$ cat config.mk
export PLATFORM = sky130hd
export DESIGN_NAME = aes_block_ctrl_flat
export DESIGN_NICKNAME = d
export VERILOG_FILES = /design/src/rtl/aes_pkg.sv /design/src/rtl/aes_block_ctrl_if.sv /design/src/rtl/aes_block_ctrl.sv /design/src/flat_wrapper.sv
export SDC_FILE = /design/constraint.sdc
export NUM_CORES = 1
export LEC_CHECK = 0
export BUFFER_PORTS_ARGS = -buffer_cell sky130_fd_sc_hd__buf_2
export CAP_MARGIN = 20
export CORE_AREA = 2 2 402 404
export CTS_CLUSTER_DIAMETER = 50
export DETAILED_ROUTE_END_ITERATION = 8
export DIE_AREA = 0 0 404 406
export PLACE_DENSITY = 0.37
export SYNTH_ARGS = -nofsm -noshare
export SYNTH_HDL_FRONTEND = slang
export SYNTH_SLANG_ARGS = --single-unit
$ cat constraint.sdc
create_clock -name clk -period 27.7 [get_ports clk]
set_input_delay 2.77 -clock clk [delete_from_list [all_inputs] [get_ports clk]]
set_output_delay 2.77 -clock clk [all_outputs]
set_load 0.01 [all_outputs]
$ cat src/rtl/aes_pkg.sv
// Shared types and constants for the AES block controller.
package aes_pkg;

  typedef enum logic [2:0] {
    IDLE,
    START,
    WAIT,
    HOLD,
    ERR
  } state_t;

  typedef enum logic [1:0] {
    MODE_128 = 2'b00,
    MODE_192 = 2'b01,
    MODE_256 = 2'b10
  } mode_t;

  localparam int unsigned TIMEOUT_DEFAULT = 64;

  // One accepted request as presented to the AES core.
  typedef struct packed {
    logic         enc_dec;
    mode_t        mode;
    logic [255:0] key;
    logic [127:0] data;
  } req_t;

endpackage

$ cat src/rtl/aes_block_ctrl_if.sv
// Request/response and core-side signal bundle for aes_block_ctrl.
interface aes_block_ctrl_if;

  logic         in_valid;
  logic         in_ready;
  logic [127:0] in_data;
  logic [255:0] in_key;
  logic [1:0]   in_mode;
  logic         in_enc_dec;

  logic         out_valid;
  logic         out_ready;
  logic [127:0] out_data;

  logic         core_start;
  logic         core_enc_dec;
  logic [1:0]   core_mode;
  logic [255:0] core_key;
  logic [127:0] core_data;
  logic         core_done;
  logic [127:0] core_data_out;

  logic         err;
  logic         clr_err;

  // Controller side.
  modport slave (
    input  in_valid, in_data, in_key, in_mode, in_enc_dec,
    input  out_ready, core_done, core_data_out, clr_err,
    output in_ready, out_valid, out_data,
    output core_start, core_enc_dec, core_mode, core_key, core_data, err
  );

  // Upstream/downstream/core side.
  modport master (
    output in_valid, in_data, in_key, in_mode, in_enc_dec,
    output out_ready, core_done, core_data_out, clr_err,
    input  in_ready, out_valid, out_data,
    input  core_start, core_enc_dec, core_mode, core_key, core_data, err
  );

endinterface

$ cat src/rtl/aes_block_ctrl.sv
// Sequences one block at a time through an external AES core:
// accept request, pulse core_start, wait for core_done with a timeout,
// then hold the result until downstream takes it.
module aes_block_ctrl
  import aes_pkg::*;
#(
  parameter int unsigned TIMEOUT = TIMEOUT_DEFAULT
) (
  input  logic            clk,
  input  logic            reset,
  aes_block_ctrl_if.slave bus
);

  localparam int unsigned   CW       = (TIMEOUT > 1) ? $clog2(TIMEOUT) : 1;
  localparam logic [CW-1:0] CNT_MAX  = CW'(TIMEOUT - 1);
  // err is raised on the edge where the counter steps onto TIMEOUT-1,
  // which lands exactly TIMEOUT cycles after core_start went high.
  localparam logic [CW-1:0] CNT_TRIP = CW'(TIMEOUT - 2);

  state_t        state, state_nx;
  logic [CW-1:0] cnt;
  req_t          req;
  logic [127:0]  out_q;
  logic          err_q;

  logic accept, capture, trip, clear;

  // State register.
  always_ff @(posedge clk or posedge reset) begin
    if (reset) state <= IDLE;
    else       state <= state_nx;
  end

  // Next-state and per-cycle strobes; core_done outranks the timeout.
  always_comb begin
    state_nx = state;
    accept   = 1'b0;
    capture  = 1'b0;
    trip     = 1'b0;
    clear    = 1'b0;
    case (state)
      IDLE: begin
        if (bus.in_valid) begin
          accept   = 1'b1;
          state_nx = START;
        end
      end
      START: state_nx = WAIT;
      WAIT: begin
        if (bus.core_done) begin
          capture  = 1'b1;
          state_nx = HOLD;
        end else if (cnt == CNT_TRIP) begin
          trip     = 1'b1;
          state_nx = ERR;
        end
      end
      HOLD: begin
        if (bus.out_ready) state_nx = IDLE;
      end
      ERR: begin
        if (bus.clr_err) begin
          clear    = 1'b1;
          state_nx = IDLE;
        end
      end
      default: state_nx = IDLE;
    endcase
  end

  // Timeout counter: cleared in START, counts WAIT cycles, saturates.
  always_ff @(posedge clk or posedge reset) begin
    if (reset) begin
      cnt <= '0;
    end else if (state == START) begin
      cnt <= '0;
    end else if (state == WAIT && !bus.core_done && cnt != CNT_MAX) begin
      cnt <= cnt + 1'b1;
    end
  end

  // Request registers, loaded only on acceptance so they stay stable
  // through START and WAIT.
  always_ff @(posedge clk or posedge reset) begin
    if (reset) begin
      req <= '0;
    end else if (accept) begin
      req <= '{enc_dec: bus.in_enc_dec,
               mode:    mode_t'(bus.in_mode),
               key:     bus.in_key,
               data:    bus.in_data};
    end
  end

  // Result capture, only in the WAIT cycle that sees core_done.
  always_ff @(posedge clk or posedge reset) begin
    if (reset)        out_q <= '0;
    else if (capture) out_q <= bus.core_data_out;
  end

  // Sticky timeout flag.
  always_ff @(posedge clk or posedge reset) begin
    if (reset)      err_q <= 1'b0;
    else if (trip)  err_q <= 1'b1;
    else if (clear) err_q <= 1'b0;
  end

  assign bus.in_ready     = (state == IDLE);
  assign bus.core_start   = (state == START);
  assign bus.out_valid    = (state == HOLD);
  assign bus.out_data     = out_q;
  assign bus.err          = err_q;
  assign bus.core_enc_dec = req.enc_dec;
  assign bus.core_mode    = req.mode;
  assign bus.core_key     = req.key;
  assign bus.core_data    = req.data;

endmodule

$ cat src/flat_wrapper.sv
// flat-port wrapper written by rule: the top's interface ports become plain ports
module aes_block_ctrl_flat import aes_pkg::*;
#(
  parameter int unsigned TIMEOUT = TIMEOUT_DEFAULT
)
  (clk, reset, bus_in_valid, bus_in_data, bus_in_key, bus_in_mode, bus_in_enc_dec, bus_out_ready, bus_core_done, bus_core_data_out, bus_clr_err, bus_in_ready, bus_out_valid, bus_out_data, bus_core_start, bus_core_enc_dec, bus_core_mode, bus_core_key, bus_core_data, bus_err);
  aes_block_ctrl_if bus_i ();
  input  logic clk;
  input  logic reset;
  input wire logic [$bits(bus_i.in_valid)-1:0] bus_in_valid;
  input wire logic [$bits(bus_i.in_data)-1:0] bus_in_data;
  input wire logic [$bits(bus_i.in_key)-1:0] bus_in_key;
  input wire logic [$bits(bus_i.in_mode)-1:0] bus_in_mode;
  input wire logic [$bits(bus_i.in_enc_dec)-1:0] bus_in_enc_dec;
  input wire logic [$bits(bus_i.out_ready)-1:0] bus_out_ready;
  input wire logic [$bits(bus_i.core_done)-1:0] bus_core_done;
  input wire logic [$bits(bus_i.core_data_out)-1:0] bus_core_data_out;
  input wire logic [$bits(bus_i.clr_err)-1:0] bus_clr_err;
  output wire logic [$bits(bus_i.in_ready)-1:0] bus_in_ready;
  output wire logic [$bits(bus_i.out_valid)-1:0] bus_out_valid;
  output wire logic [$bits(bus_i.out_data)-1:0] bus_out_data;
  output wire logic [$bits(bus_i.core_start)-1:0] bus_core_start;
  output wire logic [$bits(bus_i.core_enc_dec)-1:0] bus_core_enc_dec;
  output wire logic [$bits(bus_i.core_mode)-1:0] bus_core_mode;
  output wire logic [$bits(bus_i.core_key)-1:0] bus_core_key;
  output wire logic [$bits(bus_i.core_data)-1:0] bus_core_data;
  output wire logic [$bits(bus_i.err)-1:0] bus_err;
  assign bus_i.in_valid = bus_in_valid;
  assign bus_i.in_data = bus_in_data;
  assign bus_i.in_key = bus_in_key;
  assign bus_i.in_mode = bus_in_mode;
  assign bus_i.in_enc_dec = bus_in_enc_dec;
  assign bus_i.out_ready = bus_out_ready;
  assign bus_i.core_done = bus_core_done;
  assign bus_i.core_data_out = bus_core_data_out;
  assign bus_i.clr_err = bus_clr_err;
  assign bus_in_ready = bus_i.in_ready;
  assign bus_out_valid = bus_i.out_valid;
  assign bus_out_data = bus_i.out_data;
  assign bus_core_start = bus_i.core_start;
  assign bus_core_enc_dec = bus_i.core_enc_dec;
  assign bus_core_mode = bus_i.core_mode;
  assign bus_core_key = bus_i.core_key;
  assign bus_core_data = bus_i.core_data;
  assign bus_err = bus_i.err;
  aes_block_ctrl #(.TIMEOUT(TIMEOUT)) u_core (.clk(clk), .reset(reset), .bus(bus_i));
endmodule
Word-level counts from Yosys, hierarchy flattened
Cells that the tools add are included.

storage, ports and cells
  register bits after elaboration = 525
  bits of input ports = 521
  word-level logic and storage cells = 45

cells by class
  add/subtract/negate cells = 1
  equality and inequality tests = 10
  multiplexer cells = 19
  reductions and logical operators = 7

operators with widths
  kind                 count
  $mux 3               5
  $pmux 3 s5           1
  $mux 6               2
  $mux 1               11
  $add 6x1->6 const B  1
  $eq 3x2->1 const B   2
  $eq 6x6->1 const B   1
  $ne 2x2->1 const B   3
  $ne 6x6->1 const B   1
  $reduce_and 4->1     1
  $reduce_bool 2->1    2
  $eq 3x1->1 const B   1
  $eq 3x3->1 const B   1
  $logic_not 3->1      1
  $ne 3x2->1 const B   1
  $logic_and 1x1->1    2
  $logic_not 1->1      1

Logic depth before layout (Yosys ltp)
  word-level depth = 5
  mapped depth = 6
  depth with buffers taken out = 4

Worst setup path before layout
No wires, ideal clock.

  path kind = reg-to-output
  start point = register u_core.state[1]
  end point = output port bus_core_start
  data arrival time = 1.268 ns
  slack = 23.662 ns
  stages on the path, launching flop included = 5
  path buffers = 2
  cells stage by stage = dfrtp_1 -> buf_4 -> or3b_2 -> clkbuf_1 -> inv_1

between the ends
  longest elaborated chain between the ends = 1

RTL lines
  what                      line                   source
  start: declaration        aes_block_ctrl.sv:20   state_t state, state_nx;
  start signal: assignment  aes_block_ctrl.sv:31   else state <= state_nx;
  $eq 3x1->1                aes_block_ctrl.sv:109  assign bus.core_start = (state == START);
  end: declaration          flat_wrapper.sv:22     output wire logic [$bits(bus_i.core_start)-1:0] bus_core_start;

Every way passes these cells.

Worst setup path in the final report
  start point = input port bus_in_valid
  end point = register u_core.req, in the netlist u_core.bus.core_data[74]

between the ends
  longest elaborated chain between the ends = 2

RTL lines
  what                    line                  source
  start: declaration      flat_wrapper.sv:10    input wire logic [$bits(bus_i.in_valid)-1:0] bus_in_valid;
  $mux 1                  aes_block_ctrl.sv:43  if (bus.in_valid) begin
  $mux 1                  aes_block_ctrl.sv:41  case (state)
  end signal: assignment  aes_block_ctrl.sv:88  req <= '{enc_dec: bus.in_enc_dec,
  end: declaration        aes_block_ctrl.sv:22  req_t req;

Every way passes these cells.
A chain may end at the register's enable or synchronous reset.

==> run metrics <==
status=complete, no violations; fin crit period=6.323 ns; Mapped Nets=1680; DP HPWL=67530 um; global-route wire length before repair=approximately 120000 um; final RePlAce weighted congestion=0.7797; initial drt markers=~540; crit share post-route=22.83%; Final Hold Viols=0; most common cell after layout, fill and taps aside=buf_2; FF+latch area=0.01314 mm2; register area share after synthesis=65.72%; Worst-Skew Late Latency=0.68 ns; initial antenna violation count=39; P_int=0.002512 W; routed len/inst=19.17 um; total number of vias=14220; Slowest Stage Delay on Critical Path=0.78 ns; max-cap violation count=0; mux share of post-synthesis cell area=29.26%; Pwr Density=about 130 mW/mm2; post-layout util=19.07%; Die H=406 um; CP startpoint kind=primary input; Clock Sinks=525; type of the most critical hold path=reg2reg; main combinational cell family by area after synthesis=multiplexers; TritonCTS buffer count=87; Setup Viol. Count Final=0; # fillers=about 18000; Layout Nets=about 2800; Mapped Cells=1157; Sw Share=35.09%; GRT overflow=0; Post-Synth XOR/XNOR Area=0%; Die ar.=0.1640 mm2; crit path max fanout=62; CTS tree=built; worst path required time=28.24 ns; H-tree Lvls=3; Compound-Gate Fraction of Synth Area=less than 1%; FF+latch count, synth=525; port bufs=about 1000; Residual DRC=0; Hold WS=0.4749 ns; crit path cell chain=buf_2, nor4b_4, buf_4, buf_4, buf_4, buf_4, mux2_1; Lkg Pwr=between 10 and 15 nW; core box area=0.1596 mm2; setup bufs post-CTS=0; hold-fix buffers at CTS=0; drt pass-1 iters=4; vias in the first global route=15210; Synth Area in Adders=0.1252%; max frequency=158.2 MHz; Comb power frac=34.2%; final WL=84490 um; switching power total=0.001358 W; multi-input logic area=0.006133 mm2; relative slew slack=26.73%; cts repair resizes=0; Worst-Margin Slew=1.099 ns; CP Class=in2reg; share of cells above drive strength 1=60.50%; CTS root buf=clkbuf_16; area grow syn2layout=52.31%; sequential power share=35.6%; die width=around 400 um; Max IR drop VDD=60.01 uV; library cells used by synthesis=29; fin. max-slew vios=0; pin count of the biggest net entering global routing=86; setup TNS=0 ns; Initial Utilization=12.52%; synthesized cell area=between 0.015 and 0.02 mm2; Slowest cell on crit path=buf_4; row cnt=147; RSZ-0062 raised after global routing=false; most used cell, CP=buf_4; Simple-Gate Fraction of Synth Area=0.9201%; mean post-synth cell area=17.28 um2; Final ANT Viol Nets=0; total number of yosys warnings=0; Clock Path Buffers=3; GRT Resource Usage Total=9.904%; clk_skew=0.04195 ns; CP arrival=between 6 and 7 ns; Clk network pwr share=30.2%; Crit. End Element=flop; DR vias/cell=3.226; Worst-path clk slew=0.05 ns; number of top-level pins=1040; commonest non-fill, non-tap cells in the layout=buf_2, dfrtp_1, mux2_1
metal layers:
metal	track usage [%]	share of wire, %	up-vias
met3	4.602	9.9	167
met5	0	0.29	-
li1	-	-	6300
met1	10.78	37	7096
met2	16.45	49	616
met4	4.321	3.9	38
critical path, delay by kind of cell:
| kind | cells | cell delay [ns] |
|---|---|---|
| buf+inv | 5 | 3.08 |
| simple gates | 1 | 0.41 |
| mux | 1 | 0.39 |
cells by family after synthesis:
group           after synthesis
compound gates               11
mux                         520
simple gates                 28
fa+ha+maj                     2
buf+inv                      71
flops                       525
flip-flops by register name, summed over array words and instances (netlist names):
register,flops
u_core.bus.core_enc_dec,1
u_core.bus.core_mode,2
u_core.bus.out_data,128
u_core.bus.err,1
u_core.state,3
u_core.bus.core_key,256
u_core.cnt,6
u_core.bus.core_data,128
per-stage QoR:
step	setup WS [ns]	total power (W)	instances	instance area, um2
final	21.38	0.003870	4407	30450
after global placement	20.55	0.002749	4237	27250
after detailed placement	20.54	0.002758	4237	27250
after floorplan	10.26	0.002060	1157	19990
after CTS	21.28	0.003969	4395	30420
after global routing	21.10	0.004116	4405	30440
layout make-up:
cell class	count	share of cell area, %
well taps	2086	8.572
inverters	10	0.1479
diodes	12	0.09862
clock buffers	109	7.984
flip-flops and latches	525	43.15
multi-input cells	561	20.14
clock inverters	49	2.433
repair buffers	1055	17.47
path summary, 6_finish.rpt:
check,depth (start not counted),slack (ns),startpoint,endpoint
setup / recovery,7,21.38,bus_in_valid,u_core.bus.core_data[74]
hold / removal,1,0.47,u_core.bus.core_data[50],u_core.bus.core_data[50]
setup reg to reg,6,22.95,u_core.state[1],u_core.bus.core_data[74]
hold reg to reg,1,0.47,u_core.bus.core_data[50],u_core.bus.core_data[50]
max in group asynchronous,5,22.67,reset,u_core.bus.core_data[52]
min in group asynchronous,2,2.22,reset,u_core.bus.core_data[87]
power by group through the flow:
| stage | Combinational (W) | Sequential [W] | Clock, W |
|---|---|---|---|
| floorplan | 0.000524 | 0.00154 | 0 |
| global placement | 0.00136 | 0.00139 | 0 |
| detailed placement | 0.00136 | 0.00139 | 0 |
| CTS | 0.00137 | 0.00139 | 0.00122 |
| global route | 0.00143 | 0.00143 | 0.00125 |
| finish | 0.00132 | 0.00138 | 0.00117 |
synth_stat cells:
cell / n / share of area [%]
a211oi_1: 1 / 0.038
a21oi_1: 4 / 0.10
a311o_1: 1 / 0.050
and3_1: 2 / 0.063
and4_1: 2 / 0.088
buf_12: 3 / 0.30
buf_2: 15 / 0.38
buf_4: 7 / 0.26
buf_6: 8 / 0.45
buf_8: 27 / 2.0
clkbuf_1: 1 / 0.019
dfrtp_1: 525 / 66
ha_1: 2 / 0.13
inv_1: 10 / 0.19
mux2_1: 330 / 19
mux2_2: 185 / 10
mux2i_1: 5 / 0.25
nand2_1: 8 / 0.15
nand2b_1: 1 / 0.031
nand3_1: 4 / 0.10
nand4_1: 2 / 0.063
nor2b_1: 2 / 0.063
nor3_1: 3 / 0.075
nor4b_2: 1 / 0.075
nor4b_4: 1 / 0.12
o21ai_0: 3 / 0.075
o41ai_1: 2 / 0.088
or3b_2: 1 / 0.044
or4b_1: 1 / 0.050
(Power assumes the default switching activity.)
